## src/rtl/button_event_mmio.sv

```systemverilog
// Button event block for the processor data-memory bus.
// Synchronizes and debounces 16 raw buttons, turns debounced press edges into
// button-index events, and queues them in a small FIFO. The processor sees the
// block as three words: EVT (BASE_ADDR, read pops), STATUS (BASE_ADDR+1,
// write bit 9 clears overflow) and LEVEL (BASE_ADDR+2, debounced levels).
// Optional build macro RELEASE_EVENTS_EN also queues debounced releases,
// tagged with entry bit 4, serviced after all pending presses.
module button_event_mmio #(
    parameter int ADDRESS_WIDTH   = 12,
    parameter int DATA_WIDTH      = 32,
    parameter int BASE_ADDR       = 100,
    parameter int DEBOUNCE_CYCLES = 250000,
    parameter int FIFO_DEPTH      = 8
) (
    input  logic                     clk,
    input  logic                     reset,
    input  logic [15:0]              btn_raw,
    input  logic [ADDRESS_WIDTH-1:0] addr,
    input  logic                     rEn,
    input  logic                     wEn,
    input  logic [DATA_WIDTH-1:0]    dataIn,
    output logic [DATA_WIDTH-1:0]    dataOut,
    output logic                     hit,
    output logic                     irq
);

    localparam int CNT_W  = $clog2(DEBOUNCE_CYCLES);
    localparam int PTR_W  = $clog2(FIFO_DEPTH);
    localparam int CNT_FW = PTR_W + 1;

    localparam logic [CNT_W-1:0]         CNT_MAX   = CNT_W'(DEBOUNCE_CYCLES - 1);
    localparam logic [CNT_FW-1:0]        DEPTH_VAL = CNT_FW'(FIFO_DEPTH);
    localparam logic [ADDRESS_WIDTH-1:0] EVT_ADDR  = ADDRESS_WIDTH'(BASE_ADDR);
    localparam logic [ADDRESS_WIDTH-1:0] STAT_ADDR = ADDRESS_WIDTH'(BASE_ADDR + 1);
    localparam logic [ADDRESS_WIDTH-1:0] LVL_ADDR  = ADDRESS_WIDTH'(BASE_ADDR + 2);

    // Input path state
    logic [15:0]      sync_q1, sync_q2, level;
    logic [CNT_W-1:0] db_cnt [16];
    logic [15:0]      flip, rise;

    // Event arbitration state
    logic [15:0] press_pend, press_clr, grant_mask;
    logic        grant_valid;
    logic [3:0]  grant_idx;
    logic [4:0]  push_entry;

    // FIFO state
    logic [4:0]        fifo_mem [FIFO_DEPTH];
    logic [PTR_W-1:0]  wr_ptr, rd_ptr;
    logic [CNT_FW-1:0] count, count_next;
    logic              overflow;
    logic              fifo_empty, fifo_full;

    // Bus decode
    logic                  rd_evt, rd_stat, rd_lvl, rd_hit;
    logic                  pop, push, ovf_set, ovf_clr;
    logic [DATA_WIDTH-1:0] rd_data;
    logic                  unused_data_bits;

    // A button flips when its synced value has disagreed with the debounced level for the full window
    always_comb begin
        // NOTE: every always_comb output gets a default first so no path leaves it unassigned (latch).
        flip = '0;
        for (int i = 0; i < 16; i++) begin
            flip[i] = (sync_q2[i] != level[i]) && (db_cnt[i] == CNT_MAX);
        end
    end

    assign rise = flip & ~level;

    // Two-flop synchronizer, debounce counters and debounced levels
    always_ff @(posedge clk) begin
        if (reset) begin
            sync_q1 <= '0;
            sync_q2 <= '0;
            level   <= '0;
            for (int i = 0; i < 16; i++) begin
                db_cnt[i] <= '0;
            end
        end else begin
            // NOTE: sequential state uses non-blocking assignments so every flop samples pre-edge values.
            sync_q1 <= btn_raw;
            sync_q2 <= sync_q1;
            level   <= level ^ flip;
            for (int i = 0; i < 16; i++) begin
                if (sync_q2[i] == level[i] || flip[i]) begin
                    db_cnt[i] <= '0;
                end else begin
                    db_cnt[i] <= db_cnt[i] + 1'b1;
                end
            end
        end
    end

`ifdef RELEASE_EVENTS_EN
    logic [15:0] fall, rel_pend, rel_clr;
    logic        grant_rel;

    assign fall = flip & level;
`endif

    // Fixed-priority pick: lowest pending press first, then (optionally) lowest pending release
    always_comb begin
        grant_valid = 1'b0;
        grant_idx   = '0;
`ifdef RELEASE_EVENTS_EN
        grant_rel   = 1'b0;
`endif
        for (int i = 15; i >= 0; i--) begin
            if (press_pend[i]) begin
                grant_valid = 1'b1;
                grant_idx   = 4'(i);
            end
        end
`ifdef RELEASE_EVENTS_EN
        if (!grant_valid) begin
            for (int i = 15; i >= 0; i--) begin
                if (rel_pend[i]) begin
                    grant_valid = 1'b1;
                    grant_rel   = 1'b1;
                    grant_idx   = 4'(i);
                end
            end
        end
`endif
    end

    assign grant_mask = 16'd1 << grant_idx;

`ifdef RELEASE_EVENTS_EN
    assign press_clr  = (grant_valid && !grant_rel) ? grant_mask : '0;
    assign rel_clr    = (grant_valid && grant_rel) ? grant_mask : '0;
    assign push_entry = {grant_rel, grant_idx};

    // Release-pending bits: set on a debounced fall, cleared once offered to the FIFO
    always_ff @(posedge clk) begin
        if (reset) begin
            rel_pend <= '0;
        end else begin
            rel_pend <= (rel_pend & ~rel_clr) | fall;
        end
    end
`else
    assign press_clr  = grant_valid ? grant_mask : '0;
    assign push_entry = {1'b0, grant_idx};
`endif

    // Press-pending bits: a re-press before service merges into the one pending event
    always_ff @(posedge clk) begin
        if (reset) begin
            press_pend <= '0;
        end else begin
            press_pend <= (press_pend & ~press_clr) | rise;
        end
    end

    assign rd_evt  = rEn && (addr == EVT_ADDR);
    assign rd_stat = rEn && (addr == STAT_ADDR);
    assign rd_lvl  = rEn && (addr == LVL_ADDR);
    assign rd_hit  = rd_evt || rd_stat || rd_lvl;

    assign fifo_empty = (count == '0);
    assign fifo_full  = (count == DEPTH_VAL);

    // A full FIFO still accepts a push when the same edge pops an entry
    assign pop     = rd_evt && !fifo_empty;
    assign push    = grant_valid && (!fifo_full || pop);
    assign ovf_set = grant_valid && fifo_full && !pop;
    assign ovf_clr = wEn && (addr == STAT_ADDR) && dataIn[9];

    assign unused_data_bits = ^{dataIn[DATA_WIDTH-1:10], dataIn[8:0]};

    // Occupancy after this edge
    always_comb begin
        count_next = count;
        case ({push, pop})
            2'b10:   count_next = count + 1'b1;
            2'b01:   count_next = count - 1'b1;
            default: count_next = count;
        endcase
    end

    // Pointers, occupancy, sticky overflow (set beats clear) and the non-empty interrupt
    always_ff @(posedge clk) begin
        if (reset) begin
            wr_ptr   <= '0;
            rd_ptr   <= '0;
            count    <= '0;
            overflow <= 1'b0;
            irq      <= 1'b0;
        end else begin
            if (push) wr_ptr <= wr_ptr + 1'b1;
            if (pop)  rd_ptr <= rd_ptr + 1'b1;
            count    <= count_next;
            overflow <= ovf_set || (overflow && !ovf_clr);
            irq      <= (count_next != '0);
        end
    end

    // Event storage
    always_ff @(posedge clk) begin
        // NOTE: storage is not reset; the pointers and count alone decide which entries are valid.
        if (push) begin
            fifo_mem[wr_ptr] <= push_entry;
        end
    end

    // Read-data mux for the three register words
    always_comb begin
        rd_data = '0;
        if (rd_evt && !fifo_empty) begin
            rd_data[31]  = 1'b1;
            rd_data[4:0] = fifo_mem[rd_ptr];
        end else if (rd_stat) begin
            rd_data[CNT_FW-1:0] = count;
            rd_data[8]          = fifo_full;
            rd_data[9]          = overflow;
        end else if (rd_lvl) begin
            rd_data[15:0] = level;
        end
    end

    // Registered bus response, one cycle after the read strobe
    always_ff @(posedge clk) begin
        if (reset) begin
            dataOut <= '0;
            hit     <= 1'b0;
        end else begin
            dataOut <= rd_data;
            hit     <= rd_hit;
        end
    end

endmodule
```

## config.mk

```make
export PLATFORM = sky130hd
export DESIGN_NAME = button_event_mmio
export DESIGN_NICKNAME = d
export VERILOG_FILES = /design/src/rtl/button_event_mmio.sv
export SDC_FILE = /design/constraint.sdc
export NUM_CORES = 1
export LEC_CHECK = 0
export ABC_CLOCK_PERIOD_IN_PS = 3140
export CAP_MARGIN = 20
export CORE_AREA = 4 4 199 201
export DETAILED_ROUTE_END_ITERATION = 12
export DIE_AREA = 0 0 203 205
export DONT_BUFFER_PORTS = 1
export PLACE_DENSITY = 0.69
export SLEW_MARGIN = 15
export SYNTH_ARGS = -nofsm -noshare
export SYNTH_HDL_FRONTEND = slang
export SYNTH_SLANG_ARGS = --single-unit
export TNS_END_PERCENT = 50
```

## constraint.sdc

```tcl
create_clock -name clk -period 3.14 [get_ports clk]
set_clock_uncertainty 0.15 [all_clocks]
set_input_delay 0.314 -clock clk [delete_from_list [all_inputs] [get_ports clk]]
set_output_delay 0.314 -clock clk [all_outputs]
set_load 0.005 [all_outputs]
```

==> run metrics <==
CTS Sinks=417; final count of hold timing violations=0; max cap viols=0; Die Area=41,600 um^2; cell taking the most area after synthesis=edfxtp_1; drt pass-1 iters=5; Cell Area, Synth=20,200 um^2; number of global-route vias before repair=13,276; CTS tree=yes; top-area cell type share of the netlist area=47.5%; routability congestion estimate=0.793; antenna violation net count after detailed routing=0; CP Class=reg -> reg; Worst VDD drop=0.542 mV; post-synthesis instance total=1,879; relative slew slack=47.6%; worst r2r path cells=9; RSZ-0062 raised after global routing=no; Congestion Overflow GR=0; Port Buffer Count=0; largest net degree at the start of global routing=80; sw frac=20.8%; global-route usage over all layers=17.4%; ratio of cells with drive above 1 in the final layout=4.89%; fin crit share=94.4%; ys async rst share=0%; number of synthesized flops with an enable pin=320; first-pass GRT wire length=61,100 um; startpoint class of the critical path=flip-flop; CTS H-Tree Depth=2; # setup viols final=0; Pwr Total=12.1 mW; Hold WC Path Type=in -> reg; Int Power=9.57 mW; Iter 0 DRT Violations=649; WP data arrival=3.24 ns; Min-Delay Path Depth=3; PwrDens=512 nW/um^2; most common cell in the netlist=nor2_1; Synth Flop Type=edfxtp_1; post-layout min period=2.96 ns; register area share after synthesis=57.1%; Via density=4.96; commonest cells in the netlist=nor2_1, edfxtp_1, xnor2_1, xor2_1, nand3_1; ANT cells=0; average routed wire per standard cell=13.2 um; core area=37,600 um^2; top post-synthesis cells by area=edfxtp_1, dfxtp_1, nor2_1, xnor2_1, xor2_1; leakage power=8.26 nW; Vias=13,610; CTS Buf Count=45; Root Buffer=clkbuf_16; Synth cell types=63; Clock transition at path regs=0.06 ns; CP Capture Type=flip-flop; Clock Power Share=44.8%; area grow syn2layout=16.7%; Worst Setup SP=press_pend[12]; Die Span X=203 um; synthesized area per cell=10.8 um^2; cell count after placement=2,633; clock buffer depth=3; initial core utilization=53.9%; Slew @ Worst Pin=0.776 ns; initial antenna violation count=0; I/O pins=98; hold_ws=0.0590 ns; WP data required=3.42 ns; maximum clock rate=0.337 GHz; part of the power in registers=52.1%; Ys Warns=0; DRT Wirelength=36,200 um; Setup TNS=0 ns; final std cells w/o fill=2,742; Critical Path Fanout Max=6; r2r startpoint=press_pend[12]; final slew viol count=0; Die Ht=205 um; clock latency at the later pin of the worst-skew pair=0.57 ns; hpwl dp=24,700 um; hold_sp=addr[0]; num rows=71; P_sw=2.52 mW; status=finished clean; nets=2,278; fin area=23,600 um^2; number of synthesized register bits=417; DRC Markers=0; Placement Cell Area=21,800 um^2; Comb pwr share=3.1%
[worst max-delay path: stages, from the launching register on]
cell and delay [ns]:
dfxtp_1 0.33, nor4_1 0.58, nand4_1 0.42, nor3_4 0.36, xor2_1 0.19, ha_1 0.21, o211a_1 0.16, a21oi_1 0.05
a211oi_2 0.26, a31oi_1 0.12
[layout by cell type, fill, tap and decap left out, drive strengths merged, types with 42 or more instances in the layout]
cell type / instances
nor2: 417
edfxtp: 320
conb: 303
xnor2: 141
xor2: 126
nand3: 109
nand2: 108
dfxtp: 97
clkbuf: 70
nand4: 53
nor3: 42
[through the flow]
stage | setup slack [ns] | util, %
2_1_floorplan | 0.324 | -
3_3_place_gp | 0.232 | 57.9
3_5_place_dp | 0.153 | 57.9
4_1_cts | 0.166 | 62.8
5_1_grt | 0.0207 | 62.8
6_report | 0.176 | 62.8
[layout make-up]
cell class | count | area [um^2]
Timing Repair Buffer | 37 | 360
Tap cell | 511 | 639
Clock inverter | 13 | 131
Clock buffer | 70 | 1430
Multi-Input combinational cell | 1658 | 9370
Sequential cell | 417 | 11600
Fill cell | 3075 | 14000
Inverter | 36 | 135
[sequential cells by signal (all words and copies together), names as in the netlist, named ones only]
signal,cells
sync_q2,16
wr_ptr,3
dataOut,17
count,4
press_pend,16
overflow,1
rd_ptr,3
sync_q1,16
hit,1
irq,1
fifo_mem,32
db_cnt,288
[per-layer routing]
metal / vias up / part of all wire, % / GRT usage [%]
li1: 6983 / - / -
met1: 6397 / 47 / 22.9
met2: 168 / 48 / 29.7
met3: 62 / 3.1 / 2.91
met4: 0 / 2.5 / 5.72
met5: - / 0 / 0
[worst paths after layout]
check,end,slack (ns)
worst max-delay path,irq,0.18
worst min register to register,sync_q2[6],0.28
worst min-delay path,dataOut[10],0.06
worst max register to register,irq,0.18
[cells by family after synthesis]
family	share of synthesized area [%]
AOI/OAI and AO/OA	2.57
xor gates and xnor gates	11.6
adders and majority gates	1.17
buffers and inverters	2.27
DFF	57.1
muxes	2.03
other	0.0371
and+or+nand+nor	23.3
[power groups by stage]
stage | sequential, mW | combinational, mW | clock (mW)
4_1_cts | 6.29 | 0.365 | 5.58
5_1_grt | 6.32 | 0.432 | 5.80
2_1_floorplan | 6.36 | 0.314 | 0
6_report | 6.29 | 0.373 | 5.42
3_3_place_gp | 6.40 | 0.313 | 0
3_5_place_dp | 6.41 | 0.316 | 0
[repair_timing]
item,in CTS,in global routing
hold buffers,26,0
endpoints found under the setup margin,0,1
setup buffers,0,0
endpoints found under the hold margin,85,0
resized for setup,0,1
Power figures use the tool's default switching activity.
